## src/rtl/bp_update_sched.sv

```systemverilog
// Branch-predictor update scheduler: queues dual-lane commit outcomes in program
// order and trains the predictor with at most one update per cycle.
module bp_update_sched #(
  parameter int DEPTH = 8,
  parameter int PTR_W = 3
) (
  input  logic              clk,
  input  logic              rst,
  input  logic              rdy,
  input  logic              c0_valid,
  input  logic              c0_hit,
  input  logic [31:0]       c0_pc,
  input  logic              c1_valid,
  input  logic              c1_hit,
  input  logic [31:0]       c1_pc,
  output logic              c_ready,
  output logic              pdc_valid,
  output logic              pdc_hit,
  output logic [31:0]       pdc_pc,
  output logic [PTR_W:0]    count,
  output logic              overflow
);

  logic [32:0]      mem [DEPTH];
  logic [PTR_W-1:0] wr_ptr_q, wr_ptr_d;
  logic [PTR_W-1:0] rd_ptr_q, rd_ptr_d;
  logic [PTR_W:0]   count_q, count_d;
  logic             pdc_valid_q, pdc_valid_d;
  logic             pdc_hit_q, pdc_hit_d;
  logic [31:0]      pdc_pc_q, pdc_pc_d;
  logic             overflow_q, overflow_d;

  logic             pushEn;
  logic             popEn;
  logic             dropped;
  logic [1:0]       pushCnt;
  logic [32:0]      firstEntry;
  logic [32:0]      headEntry;

  // Room for two entries is required so a dual commit can never be half-accepted.
  assign c_ready = (count_q <= (PTR_W+1)'(DEPTH - 2));

  always_comb begin
    pushEn      = 1'b0;
    popEn       = 1'b0;
    dropped     = 1'b0;
    pushCnt     = 2'd0;
    firstEntry  = c0_valid ? {c0_hit, c0_pc} : {c1_hit, c1_pc};
    headEntry   = mem[rd_ptr_q];
    wr_ptr_d    = wr_ptr_q;
    rd_ptr_d    = rd_ptr_q;
    count_d     = count_q;
    pdc_valid_d = pdc_valid_q;
    pdc_hit_d   = pdc_hit_q;
    pdc_pc_d    = pdc_pc_q;
    overflow_d  = overflow_q;

    if (rdy) begin
      pushEn  = c_ready;
      dropped = !c_ready && (c0_valid || c1_valid);
      popEn   = (count_q != '0);
      if (pushEn) begin
        pushCnt = {c0_valid & c1_valid, c0_valid ^ c1_valid};
      end
      wr_ptr_d    = wr_ptr_q + PTR_W'(pushCnt);
      rd_ptr_d    = rd_ptr_q + PTR_W'(popEn);
      count_d     = count_q + (PTR_W+1)'(pushCnt) - (PTR_W+1)'(popEn);
      pdc_valid_d = popEn;
      if (popEn) begin
        pdc_hit_d = headEntry[32];
        pdc_pc_d  = headEntry[31:0];
      end
      overflow_d = overflow_q | dropped;
    end
  end

  // Storage has no reset; occupancy and pointers alone decide what is live.
  always_ff @(posedge clk) begin
    if (rst && pushEn) begin
      if (pushCnt != 2'd0) begin
        mem[wr_ptr_q] <= firstEntry;
      end
      if (pushCnt == 2'd2) begin
        mem[wr_ptr_q + PTR_W'(1)] <= {c1_hit, c1_pc};
      end
    end
  end

  always_ff @(posedge clk) begin
    if (!rst) begin
      wr_ptr_q    <= '0;
      rd_ptr_q    <= '0;
      count_q     <= '0;
      pdc_valid_q <= 1'b0;
      pdc_hit_q   <= 1'b0;
      pdc_pc_q    <= '0;
      overflow_q  <= 1'b0;
    end else begin
      wr_ptr_q    <= wr_ptr_d;
      rd_ptr_q    <= rd_ptr_d;
      count_q     <= count_d;
      pdc_valid_q <= pdc_valid_d;
      pdc_hit_q   <= pdc_hit_d;
      pdc_pc_q    <= pdc_pc_d;
      overflow_q  <= overflow_d;
    end
  end

  assign pdc_valid = pdc_valid_q;
  assign pdc_hit   = pdc_hit_q;
  assign pdc_pc    = pdc_pc_q;
  assign count     = count_q;
  assign overflow  = overflow_q;

endmodule

```

## config.mk

```make
export PLATFORM = sky130hd
export DESIGN_NAME = bp_update_sched
export DESIGN_NICKNAME = d
export VERILOG_FILES = /design/src/rtl/bp_update_sched.sv
export SDC_FILE = /design/constraint.sdc
export NUM_CORES = 1
export LEC_CHECK = 0
export CAP_MARGIN = 20
export CORE_MARGIN = 5
export CORE_UTILIZATION = 40
export DETAILED_ROUTE_END_ITERATION = 8
export PLACE_DENSITY = 0.67
export SLEW_MARGIN = 5
export SYNTH_ARGS = -nofsm -noshare
export SYNTH_HDL_FRONTEND = slang
export SYNTH_SLANG_ARGS = --single-unit
```

## constraint.sdc

```tcl
create_clock -name clk -period 6.1 [get_ports clk]
set_input_delay 0.915 -clock clk [delete_from_list [all_inputs] [get_ports clk]]
set_output_delay 0.915 -clock clk [all_outputs]
set_load 0.05 [all_outputs]
```

**Yosys cells after proc, flatten, opt, wreduce, memory -nomap -nowiden**

Memory sizes are Yosys's and may differ from the RTL's. A register that Yosys moved wholly into a read port is not among the register bits.
Index checks and enable logic that the tools add are counted.

- Memories kept: 1
- Logic and storage cells: 35
- RAM bits: 264
- Flip-flop bits (word level): 12

- Equal/unequal tests: 1
- Reduce and logical (&&, ||, !) cells: 8
- Add/subtract/negate cells: 5
- Bitwise operators: 3
- Magnitude comparators: 1
- Multiplexer cells: 11

Memories:

| memory | depth | bits a word | rd ports | clocked after Yosys merged registers in | wr ports | line | source |
|---|---|---|---|---|---|---|---|
| mem | 8 | 33 | 1 | 1 | 2 | 24 | `logic [32:0] mem [DEPTH];` |

Operators with widths:

| operator | count |
|---|---|
| 33-bit two-way mux | 1 |
| 1-bit two-way mux | 7 |
| 2-bit two-way mux | 3 |
| 4-bit by 2-bit adder with 4-bit output | 1 |
| 4-bit by 3-bit less-or-equal comparator with 1-bit output (second input constant) | 1 |
| 4-bit nonzero test | 1 |
| 4-bit by 1-bit subtractor with 4-bit output | 1 |
| 3-bit by 1-bit adder with 3-bit output | 1 |
| 3-bit by 1-bit adder with 3-bit output (second input constant) | 1 |
| 3-bit by 2-bit adder with 3-bit output | 1 |
| 2-bit == test (second input constant) | 1 |
| 1-bit logical AND | 2 |
| 1-bit zero test | 2 |
| 2-bit AND reduction | 1 |
| 2-bit nonzero test | 1 |
| 1-bit AND | 1 |
| 1-bit logical OR | 1 |
| 1-bit bitwise OR | 1 |
| 1-bit bitwise XOR | 1 |

**Depth between registers and ports, before layout**

- Depth after elaboration: 8
- Gate-level depth with buffers: 13
- Gate-level depth less buffers: 12

**Worst setup path before layout**

No wires, ideal clock.

- Kind: input -> register
- Start point: input port c0_valid
- End point: memory mem[4][0], enable pin
- Stages on the path: 8
- Required time: 5.627 ns
- Arrival: 4.951 ns
- Setup time: 0.473 ns
- Path slack: 0.676 ns
- Cells stage by stage: clkbuf_1 > buf_1 > inv_1 > ha_1 > nor2_1 > nor4_1 > nand2_1 > o31ai_1

RTL lines:

| element | line | source |
|---|---|---|
| start, declared | 10 | `input logic c0_valid,` |
| end, declared | 24 |  |

==> flow_summary.ini <==
[synthesis]
synthesis.nets = 1158
synth-seq-cells = 309
avgSynthCellArea_sq_um = 14.62
ys.flop_type = edfxtp_1
yosys.area.top_type_share = 0.5053
synth-edff-count = 264
synth.distinct_cells = 45
netlist_area_sq_um = 15690
yosysWarnings = 0
synth_area_leaders = edfxtp_1 51%, mux2_2 21%, mux2i_1 8.7%
netlist_instances = 1073
ys_seq_area_frac = 0.5627
synth_top_cell_by_area = edfxtp_1
synthArstFlopShare = 0

[sta]
max_slew_margin = 0.3324
tns_ns = 0
period_share = 0.6483
worst_pin_slew_ns = 1.001
rsz0062_at_grt = false
clock.fmax_mhz = 252.9
finalSetupViolCount = 0
finalHoldViolations = 0
report.final.slew_viol_count = 0
setup_slack_ns = 2.145
min_period_ns = 3.955
fin_skew_ns = 0.01336

[job]
cap_violations = 0

[cells_and_area]
fin_nets = 1251
drive_gt1_frac = 0.3300
seqCellArea_sq_um = 8832
syn2layout_area_growth_pct = 17.15
nFillCells = 3426
final_cells = 1709
multi_input_area_sq_um = 6446
diodes = 0

[grt]
grt_max_degree = 47
grt.overflow.total = 0
grt_pass1_vias = 9578
antenna_found_initial = 0
grt_pass1_wl_microns = 57490
grt.total_usage = 0.1676

[routing]
wl_per_cell_microns = 21.62
drc = 0
dr.pass1.iters = 5
drt-initial-drc-count = 441
ant_nets = 0
vias_per_cell = 5.345
via_count = 9134
routed_wl_microns = 36940

[cts]
cts_setup_buffers = 0
clkTransAtPathRegs_ns = 0.06
root_buffer = clkbuf_16
clk_latency_ns = 0.51
cts_tree = built
htreeDepth = 2
cts_resized = 0
cts_buffer_depth = 3
cts_sinks = 309
ctsHoldBuffers = 0
cts_buffers = 35

[floorplanning]
rows = 72
die_y_microns = 208.1
start_util = 0.4050
core_sq_um = 38740
ioPinCount = 111
die_w_microns = 208.1
die-area_sq_um = 43290

[critical_path]
crit_end = mem[4][15]
rrSetupSlack_ns = 2.75
startpoint_type = primary input
reg2reg_from = wr_ptr_q[0]
r2r_cells = 5
crit_type = primary input to register
critPathLaunch = rdy
rr_endpoint = mem[4][15]
worst_setup_path_end_kind = register
crit_arrival_ns = 4.14
path_max_fanout = 34
cp.required_ns = 6.28

[pwr]
p_per_area_nw_per_um2 = 353.0
ir_worst_vdd_mv = 0.1781
leakage_nw = 6.236
finalPower_mw = 6.489

[placement]
pre_cts_slack_ns = 1.586
io_buffers = 110
hpwl_microns = 22460
place_inst = 1647
routabilityCongestion = 0.7659

[worst_hold_path]
hp-class = register to register

[outcome]
status = complete, no violations
kinds of logic after synthesis:
group | synth area share
AO/OA/AOI/OAI | 0.05463
XOR/XNOR | 0.005104
adder cells (fa/ha/maj) | 0.01212
buffers and inverters | 0.03341
flip-flops | 0.5627
multiplexers | 0.2999
AND/OR/NAND/NOR | 0.03214
sequential cells by signal (all words and copies together) (netlist names):
register	flops
overflow	1
pdc_hit	1
rd_ptr_q	3
wr_ptr_q	3
pdc_valid	1
mem	264
pdc_pc	32
count	4
cell type report:
| class | count | share of cell area |
|---|---|---|
| sequential | 309 | 0.4805 |
| timing repair buffer | 131 | 0.06793 |
| clock buffer | 46 | 0.05330 |
| clock inverter | 16 | 0.01007 |
| inverter | 11 | 0.002246 |
| multi-input combinational | 678 | 0.3507 |
| tap | 518 | 0.03526 |
power breakdown:
| group | leakage [nW] | switching [mW] | internal [mW] | total, mW |
|---|---|---|---|---|
| clock network | 0.568 | 0.831 | 1.30 | 2.13 |
| registers | 2.75 | 0.118 | 2.45 | 2.57 |
| logic | 2.92 | 1.05 | 0.737 | 1.79 |
cell usage in the layout, fill, tap and decap left out, types with 2 or more instances in the layout:
master / count
mux2_2: 287
edfxtp_1: 264
mux2i_1: 136
clkdlybuf4s50_1: 108
o22ai_1: 65
dfxtp_1: 44
clkbuf_16: 37
nor2_1: 35
a21oi_1: 34
o21ai_0: 33
buf_4: 21
ha_1: 12
inv_1: 11
mux2_1: 10
nand2_1: 7
clkbuf_1: 7
o21ai_4: 6
clkinv_2: 6
xnor2_1: 5
nor2b_1: 5
nand4_4: 4
bufinv_16: 4
nand2b_1: 3
and2_1: 3
clkinv_1: 3
nand2_2: 2
nand4b_4: 2
nand3_2: 2
o31ai_4: 2
nand2b_2: 2
o211a_1: 2
o21a_1: 2
fa_1: 2
clkbuf_8: 2
clkinvlp_4: 2
buf_2: 2
how the worst min path moves through the flow:
stage                     slack [ns]          end  cells past startpoint        start
after detailed placement        0.46     overflow                      1     overflow
final                           0.47     overflow                      1     overflow
after CTS                       0.47     overflow                      1     overflow
after global placement          0.46     overflow                      1     overflow
after global routing            0.51     overflow                      1     overflow
after floorplan                 0.54  rd_ptr_q[1]                      2  rd_ptr_q[1]
worst max-delay path, cell delays in order:
cell and delay (ns):
clkdlybuf4s50_1 0.91, nand2_2 0.20, nor3b_4 0.45, nand4b_4 0.68
o31ai_4 0.54, buf_4 0.41
per-stage QoR:
stage / utilization / cell area, sq um / hold slack [ns]
6_report: 0.4745 / 18380 / 0.4686
5_1_grt: 0.4745 / 18380 / 0.5083
3_5_place_dp: 0.4444 / 17220 / 0.4589
3_3_place_gp: 0.4444 / 17220 / 0.4560
2_1_floorplan: - / 15690 / 0.5392
4_1_cts: 0.4745 / 18380 / 0.4723
cell usage after synthesis, types with 3 or more instances:
master	instances
mux2_2	287
buf_1	3
and2_1	4
buf_2	12
inv_1	11
xnor2_1	5
nor2_1	35
mux2_1	10
edfxtp_1	264
o21ai_0	39
a21oi_1	34
nand2b_1	5
nand2_1	8
ha_1	12
o22ai_1	65
nor2b_1	5
buf_6	21
buf_4	5
clkbuf_1	33
nand4_4	4
mux2i_1	136
dfxtp_1	45
routing by layer:
| metal | wire [microns] | vias to the layer above | GRT usage | share of wire |
|---|---|---|---|---|
| met3 | 1136 | 54 | 0.02305 | 0.031 |
| li1 | - | 4372 | - | - |
| met4 | 841 | 0 | 0.04485 | 0.023 |
| met1 | 16310 | 4546 | 0.2207 | 0.44 |
| met2 | 18650 | 162 | 0.2925 | 0.50 |
| met5 | 0 | - | 0 | 0 |
No activity file was read; power rests on OpenSTA's default activity.
